[src/rtl/lsu.sv]
// Load/store unit: one outstanding valid/ready data-memory transaction, lw/lbu writeback.
// Optional bus wait limit enabled by defining LSU_TIMEOUT_EN.
module lsu #(
  parameter int ADDR_W         = 24,
  parameter int TIMEOUT_CYCLES = 255
) (
  input  logic              clk,
  input  logic              rst,
  input  logic              ex_valid,
  output logic              ex_ready,
  input  logic              mem_ren,
  input  logic              mem_wen,
  input  logic              is_lbu,
  input  logic [ADDR_W-1:0] mem_addr,
  input  logic [1:0]        sel,
  input  logic [3:0]        mem_mask,
  input  logic [31:0]       mem_wdata,
  input  logic [4:0]        rd,
  output logic              bus_req_valid,
  input  logic              bus_req_ready,
  output logic              bus_req_we,
  output logic [ADDR_W-1:0] bus_req_addr,
  output logic [3:0]        bus_req_mask,
  output logic [31:0]       bus_req_wdata,
  input  logic              bus_rsp_valid,
  output logic              bus_rsp_ready,
  input  logic [31:0]       bus_rsp_rdata,
  input  logic              bus_rsp_err,
  output logic              wb_valid,
  output logic              wb_wen,
  output logic [4:0]        wb_rd,
  output logic [31:0]       wb_data,
  output logic              wb_err,
  output logic              busy
);
  typedef enum logic [1:0] {S_IDLE, S_REQ, S_RSP, S_DONE} state_t;

  state_t            r_state;
  logic              r_we, r_lbu, r_err;
  logic [ADDR_W-1:0] r_addr;
  logic [1:0]        r_sel;
  logic [3:0]        r_mask;
  logic [31:0]       r_wdata, r_data;
  logic [4:0]        r_rd;

  logic        w_req_hs, w_rsp_hs, w_expire, w_accept;
  logic [31:0] w_shift, w_load_data;

  assign w_accept    = (r_state == S_IDLE) && ex_valid && (mem_ren || mem_wen);
  assign w_req_hs    = (r_state == S_REQ) && bus_req_ready;
  assign w_rsp_hs    = (r_state == S_RSP) && bus_rsp_valid;
  assign w_shift     = bus_rsp_rdata >> {r_sel, 3'b000};
  assign w_load_data = r_lbu ? {24'b0, w_shift[7:0]} : bus_rsp_rdata;

`ifdef LSU_TIMEOUT_EN
  localparam int CNT_W = (TIMEOUT_CYCLES > 1) ? $clog2(TIMEOUT_CYCLES) : 1;
  logic [CNT_W-1:0] r_tcnt;

  // A handshake in the expiry cycle takes priority over the timeout.
  assign w_expire = ((r_state == S_REQ) || (r_state == S_RSP)) && !w_req_hs && !w_rsp_hs &&
                    (r_tcnt == CNT_W'(TIMEOUT_CYCLES - 1));

  always_ff @(posedge clk or negedge rst) begin
    if (!rst)                                            r_tcnt <= '0;
    else if (w_accept)                                   r_tcnt <= '0;
    else if ((r_state == S_REQ) || (r_state == S_RSP))   r_tcnt <= r_tcnt + 1'b1;
  end
`else
  assign w_expire = 1'b0;
`endif

  always_ff @(posedge clk or negedge rst) begin
    if (!rst) begin
      r_state <= S_IDLE;
      r_we    <= 1'b0;
      r_lbu   <= 1'b0;
      r_err   <= 1'b0;
      r_addr  <= '0;
      r_sel   <= '0;
      r_mask  <= '0;
      r_wdata <= '0;
      r_data  <= '0;
      r_rd    <= '0;
    end else begin
      case (r_state)
        S_IDLE: if (w_accept) begin
          r_state <= S_REQ;
          r_we    <= mem_wen;
          r_lbu   <= is_lbu;
          r_addr  <= mem_addr;
          r_sel   <= sel;
          r_mask  <= mem_wen ? mem_mask : 4'b1111;
          r_wdata <= mem_wdata;
          r_rd    <= rd;
        end
        S_REQ: begin
          if (w_req_hs) r_state <= S_RSP;
          else if (w_expire) begin
            r_state <= S_DONE;
            r_err   <= 1'b1;
            r_data  <= '0;
          end
        end
        S_RSP: begin
          if (w_rsp_hs) begin
            r_state <= S_DONE;
            r_err   <= bus_rsp_err;
            r_data  <= (r_we || bus_rsp_err) ? 32'b0 : w_load_data;
          end else if (w_expire) begin
            r_state <= S_DONE;
            r_err   <= 1'b1;
            r_data  <= '0;
          end
        end
        default: begin
          // Clear so writeback fields read 0 outside the completion pulse.
          r_state <= S_IDLE;
          r_err   <= 1'b0;
          r_data  <= '0;
        end
      endcase
    end
  end

  assign ex_ready      = (r_state == S_IDLE);
  assign busy          = (r_state != S_IDLE);
  assign bus_req_valid = (r_state == S_REQ);
  assign bus_rsp_ready = (r_state == S_RSP);
  assign bus_req_we    = r_we;
  assign bus_req_addr  = r_addr;
  assign bus_req_mask  = r_mask;
  assign bus_req_wdata = r_wdata;
  assign wb_valid      = (r_state == S_DONE);
  assign wb_wen        = wb_valid && !r_we && !r_err;
  assign wb_err        = wb_valid && r_err;
  assign wb_rd         = wb_valid ? r_rd : 5'd0;
  assign wb_data       = r_data;
endmodule

[config.mk]
export PLATFORM = sky130hd
export DESIGN_NAME = lsu
export DESIGN_NICKNAME = d
export VERILOG_FILES = /design/src/rtl/lsu.sv
export SDC_FILE = /design/constraint.sdc
export NUM_CORES = 1
export LEC_CHECK = 0
export BUFFER_PORTS_ARGS = -buffer_cell sky130_fd_sc_hd__buf_4
export CORE_ASPECT_RATIO = 1.1
export CORE_MARGIN = 4
export CORE_UTILIZATION = 42
export DETAILED_ROUTE_END_ITERATION = 10
export GPL_TIMING_DRIVEN = 0
export PLACE_DENSITY = 0.84
export RECOVER_POWER = 25
export SLEW_MARGIN = 0
export SYNTH_ARGS = -nofsm -noshare
export SYNTH_HDL_FRONTEND = slang
export SYNTH_SLANG_ARGS = --single-unit
[constraint.sdc]
create_clock -name clk -period 1.5 [get_ports clk]
set_input_delay 0.15 -clock clk [delete_from_list [all_inputs] [get_ports clk]]
set_output_delay 0.15 -clock clk [all_outputs]
set_load 0.02 [all_outputs]
==> results of run 1 <==
area by class of cell:
| cell class | instances | area share, % |
|---|---|---|
| Inverter | 10 | 0.4974 |
| Clock buffer | 12 | 3.532 |
| Sequential cell | 104 | 34.51 |
| Buffer | 27 | 3.698 |
| Antenna cell | 2 | 0.06632 |
| Clock inverter | 4 | 0.6798 |
| Timing Repair Buffer | 271 | 29.45 |
| Multi-Input combinational cell | 340 | 25.20 |
| Tap cell | 143 | 2.371 |
registers in the layout, indices dropped and copies added, names as in the netlist:
name / flops
wb_data: 32
bus_req_mask: 4
r_state: 2
bus_req_wdata: 32
r_rd: 5
r_sel: 2
r_err: 1
bus_req_addr: 24
r_lbu: 1
bus_req_we: 1
final timing paths:
kind / endpoint
max in group asynchronous: r_state[1]
min in group asynchronous: bus_req_wdata[8]
hold reg to reg: bus_req_wdata[4]
setup / recovery: bus_req_addr[16]
setup reg to reg: bus_req_addr[16]
hold / removal: bus_req_wdata[13]
synthesized netlist by cell type:
master and count:
buf_4 1, and4_1 1, buf_1 1, mux2_2 1, mux2i_1 1, dfrtp_1 104, and2_1 6, nor2b_1 2
o22a_1 4, o21ai_2 1, nor4b_4 1, o21ai_0 26, nand2b_1 13, o21a_1 1, nor3b_1 1, o211a_1 1
inv_1 10, o2111ai_1 7, nor2_1 2, a211oi_2 1, o21ai_1 24, buf_6 3, a32o_1 8, nand2_1 219
ha_1 4, or2_1 1, nand3_1 8, a31oi_1 1, buf_2 15, nor4bb_1 1, nand2b_4 1, o211ai_1 1
o32a_1 1, clkbuf_1 9, clkbuf_2 2, or2b_1 2
critical path, stage by stage, from the launching register on:
cell and delay, ns:
dfrtp_2 0.43, inv_2 0.10, ha_4 0.16, o211ai_1 0.17, buf_4 0.20, buf_12 0.14, buf_8 0.14, nand2_1 0.06
nand2_1 0.07
cells by family after synthesis:
logic type	count (synthesis)	share of synthesized area (%)
and+or+nand+nor	258	24.40
DFF	104	58.48
AOI/OAI and AO/OA	76	10.99
buffers and inverters	41	4.526
adders and majority gates	4	1.125
muxes	2	0.4779
metal layers:
metal,up-vias,global-route usage (%),wire [microns]
li1,2135,-,-
met1,2198,26.62,5510
met2,253,44.36,8304
met3,43,6.184,1290
met4,0,12.78,570
met5,-,0,0
where the power goes:
part / switching, mW / total, mW / internal (mW)
sequential: 0.734 / 4.61 / 3.87
clock: 1.03 / 2.46 / 1.43
combinational: 4.37 / 8.05 / 3.68
per-stage QoR:
stage | power [mW] | TNS [ns] | utilization [%]
after floorplan | 8.244 | -2.741 | -
after global placement | 10.81 | -20.02 | 60.43
after detailed placement | 11.04 | -25.26 | 60.43
after CTS | 14.21 | -0.2289 | 69.80
after global routing | 15.90 | -7.645 | 72.55
final | 15.12 | -4.798 | 72.60
timing repair:
item	in CTS	in global routing
hold buffers	37	0
cloned	1	4
buffers inserted	15	3
pin swaps	5	29
setup endpoints to repair	112	110
endpoints found under the hold margin	37	0
gates resized for setup	62	75
==> run_results.csv, run 1 <==
group,metric,value,unit
synth,synth-seq-cells,104,
cts,htree_levels,3,
worst_setup_path,critPathMaxFanout,10,
floorplanning,std_cell_rows,39,
outcome,violations,"setup timing",
power_and_ir_drop,leakage,3.897,nW
sta,worst_slew_pin_slew,1.434,ns
sta,relSlewSlack,4.422,%
grt,antenna_found_initial,0,
final_layout,regArea,2604,sq um
floorplanning,core_area,10390,sq um
cts,clockBufferDepth,2,
worst_setup_path,arrival,1.81,ns
route,vias,4629,
route,dr.first_iter.drc_count,258,
worst_setup_path,critPathLaunchType,"flip-flop",
grt,grt_use_total,24.53,%
cts,cts_sinks,104,
power_and_ir_drop,powerDensity,2004,nW/um^2
floorplanning,top_level_ports,213,
synth,netlist_instances,485,
worst_setup_path,worst-r2r-cell-count,8,
grt,grt_max_degree,105,
cts,cts_tree,"built",
cts,cts_buffers,9,
floorplanning,start_util,42.82,%
synth,seq_area_frac_synth,58.48,%
route,drtAntennaViolNets,0,
final_layout,stdcell_count,913,
synth,ys_types,36,
final_layout,multi_input_area,1902,sq um
worst_setup_path,end_kind,"flip-flop",
placed_design,dpl_cell_area,6281,sq um
synth,synth_area_per_cell,9.176,sq um
final_layout,areaGrowthSynthToFinish,69.55,%
sta,clock.fmax,627.1,MHz
placed_design,dp_hpwl,10.60,mm
worst_hold_path,worstHoldPathType,"input port to flip-flop",
worst_hold_path,hold_depth,3,
synth,syn-num-nets,597,
placed_design,port_buffers,212,
synth,synth_top_area_share,58.48,%
sta,min_period_over_period,106.3,%
synth,synth.area.top_cells,"dfrtp_1 58%, nand2_1 18%, o21ai_0 2.9%",
route,viasPerCell,5.070,
run,max_cap_violations,0,
placed_design,place_ws,-0.3843,ns
power_and_ir_drop,irDropWorstVdd,1.177,mV
final_layout,finalInstanceArea,7546,sq um
synth,mappedNetlistArea,4451,sq um
worst_setup_path,r2r-start,"r_state[1]",
grt,grt_pass1_vias,4856,
final_layout,final_common_cell,"buf_4",
floorplanning,die-area,12310,sq um
final_layout,finalNetCount,875,
grt,grt_pass1_wl,23.76,mm
route,wirelength,15.68,mm
placed_design,gp_routability_congestion,0.8929,
sta,hold_violations,0,
worst_setup_path,cp-startpoint,"r_state[1]",
final_layout,drive_gt1_share,44.01,%
outcome,status,"finished with violations",
final_layout,layout_common_cells,"216 x buf_4, 205 x nand2_1, 103 x dfrtp_1, 37 x dlygate4sd3_1, 27 x buf_6",
cts,root_buffer,"clkbuf_16",
worst_setup_path,critPathRequiredTime,1.72,ns
worst_hold_path,hp-start,"mem_wdata[13]",
route,drc,0,
floorplanning,die_h,116.0,microns
worst_setup_path,critical_path_class,"flip-flop to flip-flop",
cts,path_clk_slew,0.07,ns
cts,clk_latency,0.33,ns
sta,grt_setup_unrepaired,"true",
floorplanning,die_x,106.2,microns
sta,timing.hold.ws,0.009078,ns
sta,slew_viol_final,0,
route,drtPass1Iterations,4,
placed_design,placedCellCount,840,
final_layout,fill_cells,741,
synth,synth_top_area_cell,"dfrtp_1",
synth,yosysWarnings,0,
sta,setup-violations-final,92,
sta,fin_ws,-0.09477,ns
route,avgRoutedWirePerCell,17.17,microns
sta,period_minus_slack,1.595,ns
grt,gr-total-overflow,0,
sta,clock_skew,0.004172,ns
worst_setup_path,rrSetupSlack,-0.09,ns
Note: power is estimated with default switching activity, not from simulation.
==> run 2: changes to the inputs <==
--- a/config.mk
+++ b/config.mk
@@ -6,6 +6,7 @@
 export NUM_CORES = 1
 export LEC_CHECK = 0
 export BUFFER_PORTS_ARGS = -buffer_cell sky130_fd_sc_hd__buf_4
+export CAP_MARGIN = 20
 export CORE_ASPECT_RATIO = 1.1
 export CORE_MARGIN = 4
 export CORE_UTILIZATION = 42
@@ -13,6 +14,7 @@
 export GPL_TIMING_DRIVEN = 0
 export PLACE_DENSITY = 0.84
 export RECOVER_POWER = 25
+export SKIP_LAST_GASP = 1
 export SLEW_MARGIN = 0
 export SYNTH_ARGS = -nofsm -noshare
 export SYNTH_HDL_FRONTEND = slang
==> run 2 against run 1 <==
The run still ends with setup timing left. Register-to-register slack got worse by 0.03 ns. Total power up 2.8%. Count of clock-buffer cells in the layout shrank 3. Combinational power increased by 3.9%. Clock skew is 0.0031 ns higher. Clock power decreased by 2%. Cell count increased by 1.5%. Worst hold slack lost 0.0038 ns. Global-route usage rose by 1.7 points. Critical path type unchanged. Final area up 5.1%. Utilization increased by 3.7 points. First-iteration DRC count shrank 34%.
==> run_results.csv, run 2 (synthesized netlist as in run 1, its figures left out) <==
group,metric,value,unit
outcome,status,"finished with violations",
outcome,violations,"setup timing",
worst_hold_path,worstHoldPathType,"input port to flip-flop",
floorplanning,die_h,116.0,microns
worst_setup_path,cp.depth,8,
route,avgRoutedWirePerCell,18.37,microns
grt,gr-total-overflow,0,
cts,clk_latency,0.35,ns
worst_setup_path,arrival,1.84,ns
sta,period_minus_slack,1.620,ns
final_layout,antenna_cells,0,
sta,clock_skew,0.007258,ns
final_layout,drive_gt1_share,50.26,%
floorplanning,top_level_ports,213,
cts,path_clk_slew,0.07,ns
worst_setup_path,critical_path_class,"flip-flop to flip-flop",
route,wl_met1,5.964,mm
cts,root_buffer,"clkbuf_16",
worst_setup_path,critical_path.cell_chain,"inv_2, ha_4, o211ai_1, buf_4, clkbuf_16, buf_8, nand2_2, nand2_1",
worst_hold_path,hold_depth,3,
final_layout,fill_cells,648,
run,max_cap_violations,0,
final_layout,areaGrowthSynthToFinish,78.21,%
route,wl_met2,9.092,mm
placed_design,port_buffers,212,
sta,min_period_over_period,108.0,%
worst_setup_path,r2r_end,"bus_req_wdata[25]",
sta,grt_setup_unrepaired,"true",
cts,cts_sinks,104,
route,dr_wl_met3,1.394,mm
final_layout,finalNetCount,891,
cts,cts_tree,"built",
placed_design,gp_routability_congestion,0.8929,
worst_setup_path,path_buf_inv,4,
worst_setup_path,critPathMaxFanout,6,
floorplanning,core_area,10390,sq um
worst_hold_path,hp-start,"mem_addr[7]",
grt,grt_pass1_vias,5004,
floorplanning,die_x,106.2,microns
worst_setup_path,critPathLaunchType,"flip-flop",
placed_design,dp_hpwl,10.72,mm
power_and_ir_drop,irDropWorstVdd,1.213,mV
floorplanning,std_cell_rows,39,
grt,grt_max_degree,57,
sta,slew_viol_final,0,
sta,worst_slew_pin_slew,0.7901,ns
route,drtPass1Iterations,4,
worst_setup_path,slowest_stage,"dfrtp_2",
route,viasPerCell,5.087,
worst_hold_path,min_to,"bus_req_addr[7]",
power_and_ir_drop,powerDensity,1961,nW/um^2
route,drtAntennaViolNets,0,
grt,grt_use_total,26.21,%
route,vias,4716,
floorplanning,die-area,12310,sq um
cts,cts_buffers,9,
cts,htree_levels,3,
worst_setup_path,end_kind,"flip-flop",
grt,antenna_found_initial,0,
worst_setup_path,critPathRequiredTime,1.72,ns
final_layout,final_common_cell,"buf_4",
sta,clock.fmax,617.3,MHz
worst_setup_path,cp_top_family,"buffers and inverters",
sta,fin_ws,-0.1199,ns
sta,relSlewSlack,47.32,%
sta,setup-violations-final,91,
route,drc,0,
route,topRoutingLayerUsed,"met4",
worst_setup_path,r2r-start,"r_state[1]",
grt,grt_pass1_wl,25.14,mm
route,wirelength,17.03,mm
cts,clockBufferDepth,2,
floorplanning,start_util,42.82,%
power_and_ir_drop,leakage,4.010,nW
sta,hold_violations,0,
sta,setup_tns,-3.803,ns
worst_setup_path,slowest_delay,0.43,ns
worst_setup_path,rrSetupSlack,-0.12,ns
final_layout,layout_common_cells,"220 x buf_4, 150 x nand2_1, 103 x dfrtp_1, 55 x nand2_2, 48 x dlygate4sd3_1",
route,dr.first_iter.drc_count,171,
sta,timing.hold.ws,0.005290,ns
worst_setup_path,worst-r2r-cell-count,8,
run 2: cell types whose count changed in the layout (fill, tap and decap cells not counted), sizes merged:
cell         previous run  this run
nor2b                   2         3
dlygate4sd3            37        48
or2                     1         2
inv                    10        12
bufbuf                  0         1
diode                   2         0
clkinv                  2         0
clkinvlp                1         4
buf                   253       252
run 2: what timing repair did:
action	in CTS	in global routing
hold buffers	48	0
pin swaps	5	92
setup endpoints to repair	112	107
gates resized for setup	65	132
buffers inserted	12	2
cloned	7	4
endpoints found under the hold margin	102	0
run 2: how the worst max path moves through the flow:
stage | start | end | slack [ns]
detailed placement | r_state[1] | bus_req_we | -0.36
global route | r_state[1] | bus_req_wdata[25] | -0.15
floorplan | r_state[1] | r_state[1] | -0.11
finish | r_state[1] | bus_req_wdata[25] | -0.12
CTS | r_state[0] | r_state[1] | -0.06
global placement | r_state[1] | bus_req_addr[10] | -0.32
run 2: worst register-to-register path, stage by stage (launching register included):
cell and delay, ns:
dfrtp_2 0.43, inv_2 0.10, ha_4 0.18, o211ai_1 0.14, buf_4 0.20, clkbuf_16 0.17, buf_8 0.14, nand2_2 0.06
nand2_1 0.08
run 2: metal layers:
layer,global-route usage (%),vias up
li1,-,2165
met1,28.29,2269
met2,47.06,232
met3,7.799,50
met4,12.87,0
met5,0,-
run 2: report_power, final:
| part | internal [mW] | total, mW | switching (mW) | leakage, nW |
|---|---|---|---|---|
| clock network | 1.31 | 2.40 | 1.09 | 0.135 |
| registers | 3.88 | 4.79 | 0.916 | 1.34 |
| logic | 3.83 | 8.36 | 4.53 | 2.54 |
run 2: layout make-up:
class                   instances  area [sq um]  share of cell area [%]
repair buffers                284          2427                   30.60
multi-input cells             342          2093                   26.39
well taps                     143         178.9                   2.256
plain buffers                  28         287.8                   3.628
clock buffers                   9         225.2                   2.840
clock inverters                 7         77.57                  0.9781
flip-flops and latches        104          2604                   32.83
inverters                      10         37.54                  0.4733
run 2: per-stage QoR:
step | instance area [sq um] | std cells | util [%] | total power [mW] | setup slack [ns]
after floorplan | 4511 | 485 | - | 8.244 | -0.1089
after global placement | 6281 | 840 | 60.43 | 10.81 | -0.3250
after detailed placement | 6309 | 841 | 60.70 | 11.05 | -0.3627
after CTS | 7431 | 921 | 71.49 | 14.31 | -0.05581
after global routing | 7931 | 927 | 76.31 | 16.34 | -0.1548
final | 7931 | 927 | 76.31 | 15.55 | -0.1199
==> run 3: changes to the inputs <==
==> constraint.sdc (replaced) <==
create_clock -name clk -period 1.35 [get_ports clk]
set_input_delay 0.135 -clock clk [delete_from_list [all_inputs] [get_ports clk]]
set_output_delay 0.135 -clock clk [all_outputs]
set_load 0.02 [all_outputs]
==> run 3 against run 2 <==
The run still ends with setup timing left. Cell count is 3.3% higher. Wire length is 11% higher. Total power is 18% higher. Sequential power is 12% higher. Fmax is 5.2% lower. Count of clock-buffer cells in the layout is 1 higher. Worst setup slack worse by 0.24 ns. Worst hold slack better by 0.0025 ns. Non-clock buffer count is 32 higher. Combinational power is 22% higher. Die area stayed put. Critical path type unchanged. Largest cell class unchanged. Highest routed layer unchanged.
==> run_results.csv, run 3 (synthesized netlist as in run 1, its figures left out) <==
group,metric,value,unit
outcome,status,"finished with violations",
outcome,violations,"setup timing",
cts,cts_buffers,9,
worst_setup_path,critPathLaunchType,"flip-flop",
final_layout,final_common_cell,"buf_4",
floorplanning,start_util,42.82,%
sta,hold_violations,0,
cts,cts_tree,"built",
route,drtPass1Iterations,4,
floorplanning,core_area,10390,sq um
final_layout,areaGrowthSynthToFinish,91.82,%
route,viasPerCell,5.280,
floorplanning,die-area,12310,sq um
power_and_ir_drop,swShare,41.97,%
grt,gr-total-overflow,0,
cts,clockBufferDepth,2,
sta,setup-violations-final,116,
power_and_ir_drop,switchingPower,7.708,mW
placed_design,dp_hpwl,10.69,mm
sta,setup_tns,-31.89,ns
route,wirelength,18.94,mm
final_layout,stdcell_count,958,
final_layout,drive_gt1_share,54.42,%
worst_hold_path,worstHoldPathType,"input port to flip-flop",
route,drc,0,
final_layout,finalNetCount,921,
grt,grt_pass1_vias,5225,
power_and_ir_drop,irDropWorstVdd,1.498,mV
run,max_cap_violations,0,
cts,htree_levels,3,
sta,min_period_over_period,126.6,%
sta,clock_skew,0.009072,ns
floorplanning,top_level_ports,213,
route,vias,5058,
floorplanning,std_cell_rows,39,
placed_design,port_buffers,212,
power_and_ir_drop,pwr-share-comb,55.8,%
cts,root_buffer,"clkbuf_16",
grt,grt_use_total,27.97,%
floorplanning,die_h,116.0,microns
worst_setup_path,critPathMaxFanout,5,
worst_setup_path,end_kind,"flip-flop",
cts,path_clk_slew,0.08,ns
cts,cts_sinks,104,
power_and_ir_drop,clockPowerShare,15.0,%
worst_setup_path,critPathRequiredTime,1.59,ns
sta,worst_slew_pin_slew,0.7407,ns
sta,relSlewSlack,50.62,%
sta,fin_ws,-0.3588,ns
power_and_ir_drop,p_int,10.66,mW
final_layout,layout_common_cells,"217 x buf_4, 119 x nand2_1, 103 x dfrtp_1, 69 x nand2_2, 62 x dlygate4sd3_1",
sta,clock.fmax,585.2,MHz
placed_design,placedCellCount,841,
worst_setup_path,arrival,1.94,ns
grt,grt_max_degree,55,
placed_design,gp_routability_congestion,0.9029,
power_and_ir_drop,seq_power_share,29.2,%
route,avgRoutedWirePerCell,19.77,microns
grt,antenna_found_initial,0,
cts,clk_latency,0.34,ns
power_and_ir_drop,leakage,4.347,nW
floorplanning,die_x,106.2,microns
worst_setup_path,critical_path_class,"flip-flop to flip-flop",
power_and_ir_drop,total_power,18.37,mW
route,drtAntennaViolNets,0,
power_and_ir_drop,powerDensity,2151,nW/um^2
sta,period_minus_slack,1.709,ns
sta,slew_viol_final,0,
sta,grt_setup_unrepaired,"true",
route,dr.first_iter.drc_count,276,
grt,grt_pass1_wl,26.73,mm
run 3: cell types whose count changed in the layout (fill, tap and decap cells not counted), sizes merged:
cell,before,now
or2,2,1
diode,0,1
inv,12,13
clkbuf,20,25
clkinvlp,4,2
nor2b,3,2
dlygate4sd3,48,62
buf,252,267
bufbuf,1,0
run 3: final cells by class:
class | instances | area (sq um)
antenna | 1 | 2.502
clock inverter | 6 | 73.82
multi-input combinational | 340 | 2236
inverter | 10 | 37.54
sequential | 104 | 2604
clock buffer | 10 | 239.0
tap | 143 | 178.9
timing repair buffer | 314 | 2779
fill | 563 | 1857
buffer | 30 | 386.6
run 3: what timing repair did:
| item | 4_1_cts | 5_1_grt |
|---|---|---|
| resized for setup | 129 | 142 |
| endpoints found under the setup margin | 115 | 116 |
| hold endpoints to repair | 111 | 0 |
| pin swaps | 58 | 89 |
| setup buffers | 16 | 11 |
| gates cloned | 10 | 5 |
| hold buffers | 62 | 0 |
run 3: per-layer routing:
layer	vias up	global-route usage (%)	part of all wire, %
met1	2450	30.51	34
met4	0	13.47	4.1
li1	2229	-	-
met3	67	7.409	7.5
met2	312	50.65	54
met5	-	0	0
run 3: final timing paths:
kind,startpoint,to,slack (ns),cells past startpoint
min,mem_wdata[2],bus_req_wdata[2],0.008,3
max in group asynchronous,rst,r_rd[4],0.19,3
min in group asynchronous,rst,wb_data[15],0.42,2
min reg2reg,r_rd[1],r_rd[1],0.48,2
max reg2reg,r_state[0],bus_req_wdata[25],-0.36,9
max,r_state[0],bus_req_wdata[25],-0.36,9
run 3: power by group through the flow:
stage / Clock [mW] / Sequential, mW / Combinational (mW)
global route: 2.92 / 5.49 / 10.8
floorplan: 0 / 6.24 / 2.95
CTS: 2.76 / 5.13 / 8.74
detailed placement: 0 / 5.09 / 7.21
finish: 2.75 / 5.37 / 10.2
global placement: 0 / 5.03 / 7.01
run 3: metrics by stage:
stage,util (%),cell area (sq um),hold WS (ns),setup slack [ns]
global route,82.11,8534,0.01047,-0.4356
finish,82.14,8537,0.007764,-0.3588
floorplan,-,4529,-0.1606,-0.2589
global placement,60.61,6300,0.3255,-0.5418
CTS,76.14,7914,0.0007662,-0.3105
detailed placement,60.88,6327,0.2147,-0.6024
run 3: critical path, stage by stage (launching register included):
cell       delay [ns]
dfrtp_1          0.42
inv_2            0.12
ha_4             0.15
buf_6            0.11
o211ai_1         0.14
buf_4            0.21
clkbuf_16        0.18
buf_12           0.14
nand2_4          0.06
nand2_2          0.06
